<file path="src/rtl/resim_toplayici.sv">
// Purpose: 4-entry pixel FIFO whose popped pixels are summed per frame, with a count of value-17 pixels.
// Latency: push to cikis_gecerli is 1 cycle (no bypass); frame totals appear 1 cycle after the last pop.
// Backpressure: giris_hazir drops while the FIFO is full; a same-cycle pop never frees space for a push.
module resim_toplayici #(
  parameter int KARE_BOYU = 8,
  parameter int DERINLIK  = 4
) (
  input  logic       clk,
  input  logic       rst,
  input  logic       giris_gecerli,
  input  logic [4:0] filtrelenmis_resim,
  output logic       giris_hazir,
  output logic       cikis_gecerli,
  input  logic       cikis_hazir,
  output logic [4:0] cikis_veri,
  output logic [7:0] kare_toplam,
  output logic [3:0] doygun_sayac,
  output logic       kare_bitti
);

  localparam logic [2:0] DOLU       = 3'(DERINLIK);
  localparam logic [2:0] SON_INDEKS = 3'(KARE_BOYU - 1);
  localparam logic [4:0] DOYGUN_DEG = 5'd17;

  typedef enum logic {
    BEKLE = 1'b0,
    TOPLA = 1'b1
  } durum_t;

  // FIFO storage and bookkeeping
  logic [4:0] r_mem [4];
  logic [1:0] r_wr_ptr;
  logic [1:0] r_rd_ptr;
  logic [2:0] r_doluluk;

  // Frame accumulation state
  durum_t     r_durum;
  durum_t     w_sonraki_durum;
  logic [7:0] r_toplam;
  logic [3:0] r_doygun;
  logic [2:0] r_indeks;
  logic [7:0] r_kare_toplam;
  logic [3:0] r_doygun_sayac;
  logic       r_kare_bitti;

  logic       w_giris_hazir;
  logic       w_cikis_gecerli;
  logic [4:0] w_bas_veri;
  logic       w_push;
  logic       w_pop;
  logic       w_kare_son;
  logic       w_doygun;
  logic [7:0] w_yeni_toplam;
  logic [3:0] w_yeni_doygun;

  // Handshake qualifiers: ready depends only on stored occupancy, so a pop cannot make room
  assign w_giris_hazir   = (r_doluluk < DOLU);
  assign w_cikis_gecerli = (r_doluluk != 3'd0);
  assign w_push          = giris_gecerli & w_giris_hazir;
  assign w_pop           = cikis_gecerli & cikis_hazir;
  assign w_bas_veri      = w_cikis_gecerli ? r_mem[r_rd_ptr] : 5'd0;

  // Running totals including the pixel being popped this cycle
  assign w_doygun      = (w_bas_veri == DOYGUN_DEG);
  assign w_yeni_toplam = r_toplam + {3'b000, w_bas_veri};
  assign w_yeni_doygun = r_doygun + {3'b000, w_doygun};

  assign giris_hazir   = w_giris_hazir;
  assign cikis_gecerli = w_cikis_gecerli;
  assign cikis_veri    = w_bas_veri;
  assign kare_toplam   = r_kare_toplam;
  assign doygun_sayac  = r_doygun_sayac;
  assign kare_bitti    = r_kare_bitti;

  // Data array write; contents need no reset because the head is masked when empty
  always_ff @(posedge clk) begin
    if (!rst && w_push) begin
      r_mem[r_wr_ptr] <= filtrelenmis_resim;
    end
  end

  // Pointer and occupancy update; 2-bit pointers wrap naturally at depth 4
  always_ff @(posedge clk) begin
    if (rst) begin
      r_wr_ptr  <= 2'd0;
      r_rd_ptr  <= 2'd0;
      r_doluluk <= 3'd0;
    end else begin
      if (w_push) r_wr_ptr <= r_wr_ptr + 2'd1;
      if (w_pop)  r_rd_ptr <= r_rd_ptr + 2'd1;
      case ({w_push, w_pop})
        2'b10:   r_doluluk <= r_doluluk + 3'd1;
        2'b01:   r_doluluk <= r_doluluk - 3'd1;
        default: r_doluluk <= r_doluluk;
      endcase
    end
  end

  // Frame FSM state register
  always_ff @(posedge clk) begin
    if (rst) r_durum <= BEKLE;
    else     r_durum <= w_sonraki_durum;
  end

  // Frame FSM next-state: leave BEKLE on a non-final pop, return on the final pop
  always_comb begin
    w_sonraki_durum = r_durum;
    case (r_durum)
      BEKLE:   if (w_pop && !w_kare_son) w_sonraki_durum = TOPLA;
      TOPLA:   if (w_kare_son)           w_sonraki_durum = BEKLE;
      default: w_sonraki_durum = BEKLE;
    endcase
  end

  // Frame FSM outputs: in BEKLE the index is zero, so a single-pixel frame completes on every pop
  always_comb begin
    w_kare_son = 1'b0;
    case (r_durum)
      BEKLE:   w_kare_son = w_pop && (SON_INDEKS == 3'd0);
      TOPLA:   w_kare_son = w_pop && (r_indeks == SON_INDEKS);
      default: w_kare_son = 1'b0;
    endcase
  end

  // Accumulators and published frame results; results hold until the next frame completes
  always_ff @(posedge clk) begin
    if (rst) begin
      r_toplam       <= 8'd0;
      r_doygun       <= 4'd0;
      r_indeks       <= 3'd0;
      r_kare_toplam  <= 8'd0;
      r_doygun_sayac <= 4'd0;
      r_kare_bitti   <= 1'b0;
    end else begin
      r_kare_bitti <= 1'b0;
      if (w_kare_son) begin
        r_kare_toplam  <= w_yeni_toplam;
        r_doygun_sayac <= w_yeni_doygun;
        r_kare_bitti   <= 1'b1;
        r_toplam       <= 8'd0;
        r_doygun       <= 4'd0;
        r_indeks       <= 3'd0;
      end else if (w_pop) begin
        r_toplam <= w_yeni_toplam;
        r_doygun <= w_yeni_doygun;
        r_indeks <= r_indeks + 3'd1;
      end
    end
  end

endmodule

</file>
<file path="config.mk">
export PLATFORM = sky130hd
export DESIGN_NAME = resim_toplayici
export DESIGN_NICKNAME = d
export VERILOG_FILES = /design/src/rtl/resim_toplayici.sv
export SDC_FILE = /design/constraint.sdc
export NUM_CORES = 1
export LEC_CHECK = 0
export ABC_AREA = 1
export BUFFER_PORTS_ARGS = -buffer_cell sky130_fd_sc_hd__buf_4
export CORE_ASPECT_RATIO = 0.6
export CORE_MARGIN = 2
export CORE_UTILIZATION = 58
export CTS_CLUSTER_DIAMETER = 150
export DETAILED_ROUTE_END_ITERATION = 7
export GPL_ROUTABILITY_DRIVEN = 0
export PLACE_DENSITY = 0.78
export SLEW_MARGIN = 10
export SYNTH_ARGS = -nofsm -noshare
export SYNTH_HDL_FRONTEND = slang
export SYNTH_SLANG_ARGS = --single-unit
</file>
<file path="constraint.sdc">
create_clock -name clk -period 2.2 [get_ports clk]
set_clock_uncertainty 0.1 [all_clocks]
set_input_delay 0.22 -clock clk [delete_from_list [all_inputs] [get_ports clk]]
set_output_delay 0.22 -clock clk [all_outputs]
set_load 0.005 [all_outputs]
</file>
==> flow_summary.json, run 1 <==
{
  "fin_area_um2": 3640,
  "clkTransAtPathRegs_ns": 0.07,
  "vdd_ir_drop_max_mv": 0.891,
  "synth.ff_latch_count": 58,
  "combinational_family_with_the_most_area_after_synthesis": "simple AND/OR/NAND/NOR gates",
  "whs_endpoint": "r_wr_ptr[1]",
  "run_status": "complete, but fails checks",
  "p_per_area_nw_per_um2": 1250,
  "dp_hpwl_mm": 4.05,
  "number_of_antenna_violations_at_the_first_check_in_global_routing": 0,
  "critPathMostFrequentCell": "sky130_fd_sc_hd__nand2_1",
  "placed_cell_area_um2": 2940,
  "syn_inst": 301,
  "fraction_of_layout_cells_with_a_size_suffix_above_1_pct": 34.9,
  "max-clock-path-buffers": 2,
  "reg2reg_to": "kare_toplam[7]",
  "setup_viol": 16,
  "core_area_um2": 4230,
  "cp_max_fo": 5,
  "grt_pass1_wl_mm": 9.83,
  "cpPeakStageDelay_ns": 0.41,
  "worstSkewPairLatency_ns": 0.35,
  "die_area_um2": 5140,
  "tightest_slew_ns": 0.622,
  "gr-max-usage-layer": "met2",
  "area_growth_from_synthesis_to_layout_pct": 37.6,
  "grt_pass1_vias": 2124,
  "numCtsBuffers": 9,
  "start_util_pct": 62.5,
  "num_io_pins": 29,
  "cts_tree": "built",
  "max_freq_mhz": 405,
  "grt_use_met1_pct": 32.7,
  "critical-path-slowest-cell": "sky130_fd_sc_hd__dfxtp_4",
  "clock_root_buffer_master": "sky130_fd_sc_hd__clkbuf_8",
  "cap_viol_max_count": 0,
  "ant_nets": 0,
  "mux_cell_area_share_after_synthesis_pct": 0,
  "path_class": "reg -> reg",
  "drc_errors": 1,
  "gr-usage-met2_pct": 39.7,
  "firstDrtPassIters": 8,
  "worstPathRequired_ns": 2.39,
  "worstPathCellList": "buf_6, nor2_1, nor2_1, o21ai_1, a21oi_2, buf_4, ha_4, nand2_2, inv_2, o21bai_1, nand3_1, nand2_1, nand2_1, nand2_1",
  "drtIter0Drc": 305,
  "diodes": 0,
  "min_delay_path_depth": 3,
  "final_net_count": 387,
  "reg2reg_setup_slack_ns": -0.27,
  "cell_type_group_with_the_largest_total_delay_on_the_critical_path": "simple AND/OR/NAND/NOR gates",
  "fp-row-count": 18,
  "synth-seq-area-share_pct": 51.4,
  "worst_slew_margin_rel_pct": 58.4,
  "postRouteWirelength_mm": 8.46,
  "synth_warnings": 0,
  "hold_class": "in -> reg",
  "clkSinkCount": 58,
  "finalHoldWorstSlack_ns": 0.136,
  "timing.final.crit_period_ns": 2.47,
  "critical_path_buf_inv_count": 3,
  "post-route-worst-setup-slack_ns": -0.270,
  "rsz0062_at_grt": "yes",
  "die_x_um": 91.2,
  "finalHoldViolCount": 0,
  "gr-usage-met3_pct": 9.93,
  "vias": 2557,
  "vias_per_cell": 5.99,
  "yosys.cell_types.count": 29,
  "chipHeight_um": 56.3,
  "synthesis.nets": 326,
  "synth_simple_gate_area_share_pct": 22.8,
  "synth.cell_area_um2": 2650,
  "hp-start": "giris_gecerli",
  "cp-end-kind": "flip-flop",
  "globalRoute.totalOverflow": 0,
  "critical_path_launch_point_type": "flip-flop",
  "r2r.worst_path.cells": 14,
  "track_usage_pct": 25.3,
  "register_area_um2": 1370,
  "post_synth_xor_area_fraction_pct": 1.65,
  "buffer_ports.inserted": 28,
  "maxSlewViolCount": 0,
  "static-leakage-power_uw": 0.00161,
  "period_share_pct": 112,
  "htreeDepth": 3,
  "violated_checks": "DRC, setup timing",
  "pin_count_of_the_biggest_net_entering_global_routing": 19,
  "multi_input_comb_area_um2": 1360,
  "wl_per_cell_um": 19.8,
  "synth_compound_area_share_pct": 8.98,
  "synth_adder_area_share_pct": 8.13,
  "arrival_ns": 2.66,
  "fillers": 210,
  "syn_area_per_cell_um2": 8.79
}
## final cells by class
class / count / share of cell area, %
multi-input cells: 205 / 37.4
flip-flops and latches: 58 / 37.5
repair buffers: 56 / 12.4
clock inverters: 2 / 0.962
inverters: 32 / 3.71
clock buffers: 14 / 5.95
well taps: 60 / 2.06
## state kept, by name, summed over array words and instances, names as in the netlist, 2 cells and up, named ones only
signal and cells:
r_mem 20, kare_toplam 8, r_toplam 8, doygun_sayac 4, r_doygun 4, r_doluluk 3, r_indeks 3, r_rd_ptr 2
r_wr_ptr 2
## power by group
group	switching [µW]	leakage (µW)	internal, µW
registers	137	0.000492	1250
clock network	446	0.000128	759
logic	1120	0.000987	829
## placed cells by master (no fill, tap or decap), drive strengths merged
cell / count
clkinv: 1
nand3: 13
nand2: 85
ha: 14
o21ai: 20
o21bai: 1
or2: 3
nand4: 1
dlygate4sd3: 6
fa: 2
nand3b: 1
clkbuf: 14
a21oi: 24
inv: 32
xnor2: 2
nor2: 34
buf: 50
o22ai: 1
bufinv: 1
edfxtp: 20
dfxtp: 38
xor2: 3
nor3: 1
## worst register-to-register path: stages, from the launching register on
cell	delay [ns]
sky130_fd_sc_hd__dfxtp_4	0.41
sky130_fd_sc_hd__buf_6	0.15
sky130_fd_sc_hd__nor2_1	0.07
sky130_fd_sc_hd__nor2_1	0.13
sky130_fd_sc_hd__o21ai_1	0.12
sky130_fd_sc_hd__a21oi_2	0.25
sky130_fd_sc_hd__buf_4	0.17
sky130_fd_sc_hd__ha_4	0.20
sky130_fd_sc_hd__nand2_2	0.07
sky130_fd_sc_hd__inv_2	0.04
sky130_fd_sc_hd__o21bai_1	0.18
sky130_fd_sc_hd__nand3_1	0.19
sky130_fd_sc_hd__nand2_1	0.16
sky130_fd_sc_hd__nand2_1	0.08
sky130_fd_sc_hd__nand2_1	0.09
## cells in the mapped netlist, drive strengths merged
cell type / number / area (µm²)
nand3: 13 / 77.6
dfxtp: 38 / 761
o21bai: 1 / 7.51
nor3: 1 / 5.00
ha: 14 / 175
xnor2: 2 / 17.5
nand4: 1 / 21.3
xor2: 3 / 26.3
inv: 32 / 128
nand2: 85 / 339
o21ai: 20 / 100
a21oi: 24 / 124
edfxtp: 20 / 601
nand3b: 1 / 7.51
buf: 6 / 56.3
or2: 3 / 18.8
fa: 2 / 40.0
nor2: 34 / 135
o22ai: 1 / 6.26
## cell families after synthesis
group / Yosys count
compound gates: 46
fa+ha+maj: 16
simple gates: 138
xor+xnor: 5
buf+inv: 38
flops: 58
## routing by layer
layer	vias up	share of wire (%)	routed length (µm)
met5	-	0	0
met4	0	5.7	481
met3	71	12	976
met2	225	46	3900
met1	1166	37	3100
li1	1095	-	-
## worst max path at each step
stage / startpoint / end / slack [ns] / cells after the start
global placement: flip-flop / r_toplam[7] / -0.04 / 14
global route: flip-flop / kare_toplam[7] / -0.35 / 15
CTS: flip-flop / r_toplam[4] / -0.02 / 15
finish: flip-flop / kare_toplam[7] / -0.27 / 14
floorplan: flip-flop / r_toplam[6] / 0.10 / 16
detailed placement: flip-flop / r_toplam[4] / -0.18 / 14
## per-stage QoR
step | std cells | total power, µW | TNS [ns] | worst slack, ns | utilization [%]
after floorplan | 301 | 2200 | 0 | 0.101 | -
after global placement | 392 | 2610 | -0.206 | -0.0411 | 69.5
after detailed placement | 392 | 2660 | -1.77 | -0.184 | 69.5
after CTS | 422 | 4000 | -0.0352 | -0.0249 | 79.5
after global routing | 427 | 4680 | -3.31 | -0.349 | 86.0
final | 427 | 4540 | -2.20 | -0.270 | 86.0
## what timing repair did
action / in CTS / in global routing
gates resized for setup: 22 / 57
endpoints found under the setup margin: 16 / 17
pin swaps: 15 / 39
buffers inserted: 8 / 5
hold buffers: 6 / 0
gates cloned: 0 / 0
endpoints found under the hold margin: 21 / 0
Note: power is estimated with default switching activity, not from simulation.
==> inputs of run 2 (changes only) <==
- CORE_UTILIZATION: 58 -> 62
- PLACE_DENSITY: 0.78 -> 0.83
- clock period: 2.2 -> 3.2 ns (I/O delays scaled with it)
==> run 2 against run 1 <==
Compared with the run above: the run now ends clean; die area is 6.1% lower; clock power is 41% lower; core utilization is 11 points lower; first-iteration DRC count is 40% lower; non-clock buffer count is 28 lower; setup slack better by 1.0 ns; critical path type unchanged.
==> flow_summary.json, run 2 (same netlist as run 1, synthesis figures left out) <==
{
  "mostFrequentLayoutCell": "sky130_fd_sc_hd__nand2_1",
  "postCtsSetupBuffers": 0,
  "post_cts.resized_instances": 0,
  "net-switching-power_uw": 860,
  "area_growth_from_synthesis_to_layout_pct": 16.7,
  "p_sw_share_pct": 35.1,
  "firstDrtPassIters": 6,
  "worstPathRequired_ns": 3.33,
  "min_delay_path_depth": 2,
  "route.top_layer_used": "met4",
  "p_per_area_nw_per_um2": 792,
  "dp_slack_ns": 0.842,
  "num_io_pins": 29,
  "track_usage_pct": 24.8,
  "clkTransAtPathRegs_ns": 0.07,
  "most-common-layout-cells": "sky130_fd_sc_hd__nand2_1 (81), sky130_fd_sc_hd__dfxtp_1 (38), sky130_fd_sc_hd__nor2_1 (33)",
  "grt_pass1_vias": 1846,
  "run_status": "complete, no violations",
  "drtIter0Drc": 183,
  "setup_viol": 0,
  "numCtsBuffers": 9,
  "post-route-worst-setup-slack_ns": 0.749,
  "logic_pwr_share_pct": 33.1,
  "top_register": "r_mem",
  "cp-end-kind": "flip-flop",
  "dp_hpwl_mm": 3.83,
  "diodes": 0,
  "period_share_pct": 76.6,
  "static-leakage-power_uw": 0.00141,
  "htreeDepth": 3,
  "worstSkewPairLatency_ns": 0.34,
  "largest_reg_flops": 20,
  "clock_root_buffer_master": "sky130_fd_sc_hd__clkbuf_8",
  "fillers": 302,
  "maxSlewViolCount": 0,
  "clkSinkCount": 58,
  "rsz0062_at_grt": "no",
  "max-clock-path-buffers": 2,
  "postRouteWirelength_mm": 5.29,
  "vias": 2066,
  "worst_slew_margin_rel_pct": 64.8,
  "number_of_antenna_violations_at_the_first_check_in_global_routing": 0,
  "routedLengthMet1_mm": 2.50,
  "r2r.worst_path.cells": 13,
  "path_class": "reg -> reg",
  "cap_viol_max_count": 0,
  "start_util_pct": 64.6,
  "vias_per_cell": 5.18,
  "hold_class": "in -> reg",
  "finalHoldViolCount": 0,
  "die_x_um": 88.3,
  "worstPathCellList": "inv_2, o21ai_0, o22ai_1, nand2_1, inv_1, ha_1, or2_2, nand3b_1, nand2_1, nand2_1, nand3_1, nand2_1, inv_1",
  "ant_nets": 0,
  "cts.hold.buffers_added": 0,
  "fin_setup_tns_ns": 0,
  "worst-path-stages": 13,
  "tightest_slew_ns": 0.524,
  "die_area_um2": 4820,
  "buffer_ports.inserted": 28,
  "final_net_count": 359,
  "vdd_ir_drop_max_mv": 0.524,
  "cp_max_fo": 11,
  "clock_power_share_pct": 28.9,
  "critical-path-slowest-cell": "sky130_fd_sc_hd__dfxtp_1",
  "met3_length_um": 348,
  "critical_path_buf_inv_count": 3,
  "critical_path_launch_point_type": "flip-flop",
  "cts_tree": "built",
  "power_report.internal_total_uw": 1590,
  "pwr-share-seq_pct": 38.0,
  "fraction_of_layout_cells_with_a_size_suffix_above_1_pct": 17.1,
  "cell_type_group_with_the_largest_total_delay_on_the_critical_path": "simple AND/OR/NAND/NOR gates",
  "wl_per_cell_um": 13.3,
  "critPathMostFrequentCell": "sky130_fd_sc_hd__nand2_1",
  "core_area_um2": 4100,
  "cpPeakStageDelay_ns": 0.54,
  "drc_errors": 0,
  "globalRoute.totalOverflow": 0,
  "met2WireLength_mm": 2.38,
  "arrival_ns": 2.59,
  "chipHeight_um": 54.6,
  "grt_pass1_wl_mm": 8.60,
  "max_freq_mhz": 408,
  "fp-row-count": 18,
  "timing.final.crit_period_ns": 2.45,
  "pin_count_of_the_biggest_net_entering_global_routing": 20
}
## run 2: cell types whose count changed in the layout (fill, tap and decap cells not counted), moves of 5 or more
cell,change
sky130_fd_sc_hd__nand2_1,+10
sky130_fd_sc_hd__ha_1,+5
sky130_fd_sc_hd__inv_1,+5
sky130_fd_sc_hd__dlygate4sd3_1,-6
sky130_fd_sc_hd__nand3_1,+8
sky130_fd_sc_hd__nand2_2,-7
sky130_fd_sc_hd__o21ai_0,+7
sky130_fd_sc_hd__buf_4,-18
sky130_fd_sc_hd__ha_4,-5
sky130_fd_sc_hd__nor2_1,+8
## run 2: power groups by stage
| stage | clock (µW) | combinational [µW] | sequential, µW |
|---|---|---|---|
| floorplan | 0 | 598 | 917 |
| global placement | 0 | 770 | 940 |
| finish | 706 | 809 | 930 |
| detailed placement | 0 | 794 | 942 |
| global route | 745 | 908 | 940 |
| CTS | 720 | 801 | 927 |
## run 2: metal layers
| metal | up-vias | GRT usage [%] |
|---|---|---|
| met5 | - | 0 |
| met4 | 0 | 9.85 |
| met3 | 6 | 7.39 |
| met2 | 64 | 38.0 |
| met1 | 952 | 33.8 |
| li1 | 1044 | - |
## run 2: worst paths after layout
check                  startpoint         endpoint  slack (ns)
setup / recovery        flip-flop      r_toplam[6]        0.75
hold / removal                rst     r_doluluk[1]        0.07
setup reg to reg        flip-flop      r_toplam[6]        0.75
hold reg to reg   doygun_sayac[0]  doygun_sayac[0]        0.35
## run 2: per-stage QoR
step	power (µW)	utilization (%)	cell area, µm²	hold slack, ns	cells
after floorplan	1520	-	2650	0.292	301
after global placement	1710	70.1	2880	0.334	383
after detailed placement	1740	70.1	2880	0.336	383
after CTS	2450	75.4	3090	0.0556	399
after global routing	2590	75.4	3090	0.0674	399
final	2450	75.4	3090	0.0732	399
## run 2: cell type report
cell class | instances | area, µm² | share of cell area, %
clock inverter | 4 | 47.5 | 1.54
clock buffer | 12 | 166 | 5.39
multi-input combinational | 205 | 1100 | 35.6
timing repair buffer | 28 | 210 | 6.80
tap | 60 | 75.1 | 2.43
sequential | 58 | 1360 | 44.1
inverter | 32 | 128 | 4.13
## run 2: worst reg2reg max path: stages, from the launching register on
cell and delay, ns:
sky130_fd_sc_hd__dfxtp_1 0.54, sky130_fd_sc_hd__inv_2 0.14, sky130_fd_sc_hd__o21ai_0 0.22, sky130_fd_sc_hd__o22ai_1 0.10, sky130_fd_sc_hd__nand2_1 0.11, sky130_fd_sc_hd__inv_1 0.08, sky130_fd_sc_hd__ha_1 0.35, sky130_fd_sc_hd__or2_2 0.30
sky130_fd_sc_hd__nand3b_1 0.11, sky130_fd_sc_hd__nand2_1 0.06, sky130_fd_sc_hd__nand2_1 0.07, sky130_fd_sc_hd__nand3_1 0.07, sky130_fd_sc_hd__nand2_1 0.07, sky130_fd_sc_hd__inv_1 0.03
==> inputs of run 3 (changes only) <==
- ABC_AREA: 1 -> 0
- CORE_UTILIZATION: 62 -> 52
- PLACE_DENSITY: 0.83 -> 0.74
- clock period: 3.2 -> 2 ns (I/O delays scaled with it)
==> run 3 against run 2 <==
Compared with the run above: sequential share of layout area is 6.6 points lower; critical path type unchanged; via count is 1.7% lower; global-route usage is 1.4 points lower; register-to-register slack worse by 1.3 ns; first-iteration DRC count is 26% lower; the flow now finishes with violations (setup timing); largest power group is now combinational cells; clock power is 80% higher; die area is 16% higher; worst hold slack worse by 0.040 ns.
==> flow_summary.json, run 3 <==
{
  "run_status": "complete, but fails checks",
  "violated_checks": "setup timing",
  "static-leakage-power_uw": 0.00146,
  "diodes": 0,
  "cap_viol_max_count": 0,
  "finalNonFillerCells": 371,
  "register_area_um2": 1370,
  "htreeDepth": 3,
  "route.top_layer_used": "met4",
  "post_synth_main_area_contributors": "sky130_fd_sc_hd__dfxtp_1 (29%), sky130_fd_sc_hd__edfxtp_1 (23%), sky130_fd_sc_hd__ha_1 (6.7%), sky130_fd_sc_hd__mux4_2 (4.3%), sky130_fd_sc_hd__nand2_1 (2.9%)",
  "maxSlewViolCount": 0,
  "synthArstFlopShare_pct": 0,
  "fin_setup_tns_ns": -8.15,
  "post-route-util_pct": 78.0,
  "die_x_um": 95.3,
  "cp_max_fo": 6,
  "num_io_pins": 29,
  "firstDrtPassIters": 4,
  "chipHeight_um": 58.8,
  "post-route-worst-setup-slack_ns": -0.513,
  "tightest_slew_ns": 0.361,
  "synthesis.nets": 255,
  "most-common-layout-cells": "sky130_fd_sc_hd__buf_4 (61), sky130_fd_sc_hd__dfxtp_1 (33), sky130_fd_sc_hd__edfxtp_1 (20)",
  "start_util_pct": 55.5,
  "dp_cells": 338,
  "largest_reg_flops": 20,
  "wl_per_cell_um": 16.7,
  "max_freq_mhz": 398,
  "grt_pass1_wl_mm": 9.43,
  "routedLengthMet1_mm": 2.91,
  "cell_type_group_with_the_largest_total_delay_on_the_critical_path": "compound AO/OA/AOI/OAI gates",
  "reg2reg_to": "r_toplam[5]",
  "setup_viol": 25,
  "vias": 2031,
  "cp-end-kind": "flip-flop",
  "whs_endpoint": "r_doluluk[2]",
  "clock_root_buffer_master": "sky130_fd_sc_hd__clkbuf_8",
  "syn_area_per_cell_um2": 11.3,
  "synth_warnings": 0,
  "die_area_um2": 5600,
  "core_area_um2": 4680,
  "ant_nets": 0,
  "synth.ff_latch_count": 58,
  "synth_area_leader_cell": "sky130_fd_sc_hd__dfxtp_1",
  "numCtsBuffers": 9,
  "worstSkewPairLatency_ns": 0.35,
  "synth.cell_area_um2": 2600,
  "rsz0062_at_grt": "yes",
  "synth-edff-count": 20,
  "met3_length_um": 353,
  "met2WireLength_mm": 2.82,
  "min_delay_path_depth": 2,
  "synth_top_cell_area_share_pct": 29.3,
  "fp-row-count": 19,
  "multi_input_comb_area_um2": 1360,
  "track_usage_pct": 23.5,
  "path_class": "reg -> reg",
  "fillers": 290,
  "postRouteWirelength_mm": 6.21,
  "p_per_area_nw_per_um2": 1340,
  "r2r.worst_path.cells": 7,
  "synth.top_cells.by_count": "sky130_fd_sc_hd__dfxtp_1 (38), sky130_fd_sc_hd__edfxtp_1 (20), sky130_fd_sc_hd__nand2_1 (20), sky130_fd_sc_hd__nor2_1 (19)",
  "pin_count_of_the_biggest_net_entering_global_routing": 18,
  "critical_path_buf_inv_count": 0,
  "syn_inst": 230,
  "worst_slew_margin_rel_pct": 75.9,
  "globalRoute.totalOverflow": 0,
  "finalHoldWorstSlack_ns": 0.0329,
  "period_share_pct": 126,
  "timing.final.crit_period_ns": 2.51,
  "dp_hpwl_mm": 4.05,
  "number_of_antenna_violations_at_the_first_check_in_global_routing": 0,
  "worstPathRequired_ns": 2.15,
  "finalHoldViolCount": 0,
  "mostFrequentLayoutCell": "sky130_fd_sc_hd__buf_4",
  "cts_tree": "built",
  "hold_class": "in -> reg",
  "yosys.cell_types.count": 42,
  "synth-main-ff-cell": "sky130_fd_sc_hd__dfxtp_1",
  "area_growth_from_synthesis_to_layout_pct": 40.5,
  "cpPeakStageDelay_ns": 0.50,
  "critical_path_launch_point_type": "flip-flop",
  "final_net_count": 328,
  "max-clock-path-buffers": 2,
  "buffer_ports.inserted": 28,
  "arrival_ns": 2.67,
  "worstPathCellList": "mux4_2, and2_4, ha_4, a211o_4, a211oi_4, o21ai_1, a21oi_1",
  "vias_per_cell": 5.47,
  "vdd_ir_drop_max_mv": 0.809,
  "yosys.cell_count.top_type": "sky130_fd_sc_hd__dfxtp_1",
  "clkTransAtPathRegs_ns": 0.07,
  "fraction_of_layout_cells_with_a_size_suffix_above_1_pct": 41.2,
  "reg2reg_setup_slack_ns": -0.51,
  "drtIter0Drc": 136,
  "grt_pass1_vias": 1932,
  "synth-seq-area-share_pct": 52.4,
  "top_register": "r_mem",
  "clkSinkCount": 58,
  "drc_errors": 0,
  "critical-path-slowest-cell": "sky130_fd_sc_hd__mux4_2",
  "hp-start": "rst"
}
-- run 3: cell types whose count changed in the layout (fill, tap and decap cells not counted), sizes merged, moves of 8 or more --
cell	change
a21oi	-10
buf	+37
inv	-21
nand3	-10
a22o	+8
nand2	-65
nor2	-15
o21ai	-15
and2	+11
-- run 3: worst max-delay path by stage --
stage	startpoint	to	slack, ns	depth (start not counted)
global route	flip-flop	r_toplam[6]	-0.62	9
CTS	flip-flop	r_toplam[6]	-0.45	9
detailed placement	flip-flop	r_toplam[5]	-0.60	7
finish	flip-flop	r_toplam[5]	-0.51	7
floorplan	flip-flop	kare_toplam[5]	-0.42	8
global placement	flip-flop	r_toplam[5]	-0.51	7
-- run 3: kinds of logic (layout without fill, tap and decap cells) --
family                   after synthesis  after routing  share of synthesized area [%]
AO/OA/AOI/OAI                         52             52                           15.0
XOR/XNOR                              10             10                           3.37
adder cells (fa/ha/maj)               16             16                           8.28
buffers and inverters                 19             97                           3.23
flip-flops                            58             58                           52.4
multiplexers                           6              6                           4.72
AND/OR/NAND/NOR                       69             69                           13.0
-- run 3: final cells by class --
class | instances | share of cell area (%)
clock buffer | 13 | 5.52
inverter | 11 | 1.20
multi-input combinational | 153 | 37.1
clock inverter | 3 | 1.10
tap | 63 | 2.16
timing repair buffer | 70 | 15.4
sequential | 58 | 37.5
-- run 3: worst reg2reg max path, cell delays in order (launching register included) --
cell	delay, ns
sky130_fd_sc_hd__dfxtp_4	0.39
sky130_fd_sc_hd__mux4_2	0.50
sky130_fd_sc_hd__and2_4	0.18
sky130_fd_sc_hd__ha_4	0.22
sky130_fd_sc_hd__a211o_4	0.35
sky130_fd_sc_hd__a211oi_4	0.36
sky130_fd_sc_hd__o21ai_1	0.10
sky130_fd_sc_hd__a21oi_1	0.22
-- run 3: report_power, final --
| part | internal, µW | total, µW | switching, µW |
|---|---|---|---|
| registers | 1370 | 1490 | 120 |
| clock network | 790 | 1270 | 482 |
| logic | 1160 | 2130 | 977 |
| total | 3320 | 4900 | 1580 |
-- run 3: stage by stage --
step	instance area, µm²	setup slack (ns)	power (µW)
finish	3650	-0.513	4900
global route	3650	-0.619	5150
CTS	3580	-0.452	4710
detailed placement	3180	-0.599	3230
global placement	3180	-0.505	3170
floorplan	2750	-0.419	2560
-- run 3: what timing repair did --
item | CTS | global route
setup buffers | 5 | 7
setup endpoints to repair | 27 | 28
hold buffers | 5 | 0
pin swaps | 12 | 14
gates resized for setup | 15 | 6
endpoints found under the hold margin | 20 | 0
-- run 3: routing by layer --
metal,GRT usage (%),vias up
li1,-,983
met1,31.1,968
met2,34.8,66
met3,8.19,14
met4,11.0,0
met5,0,-
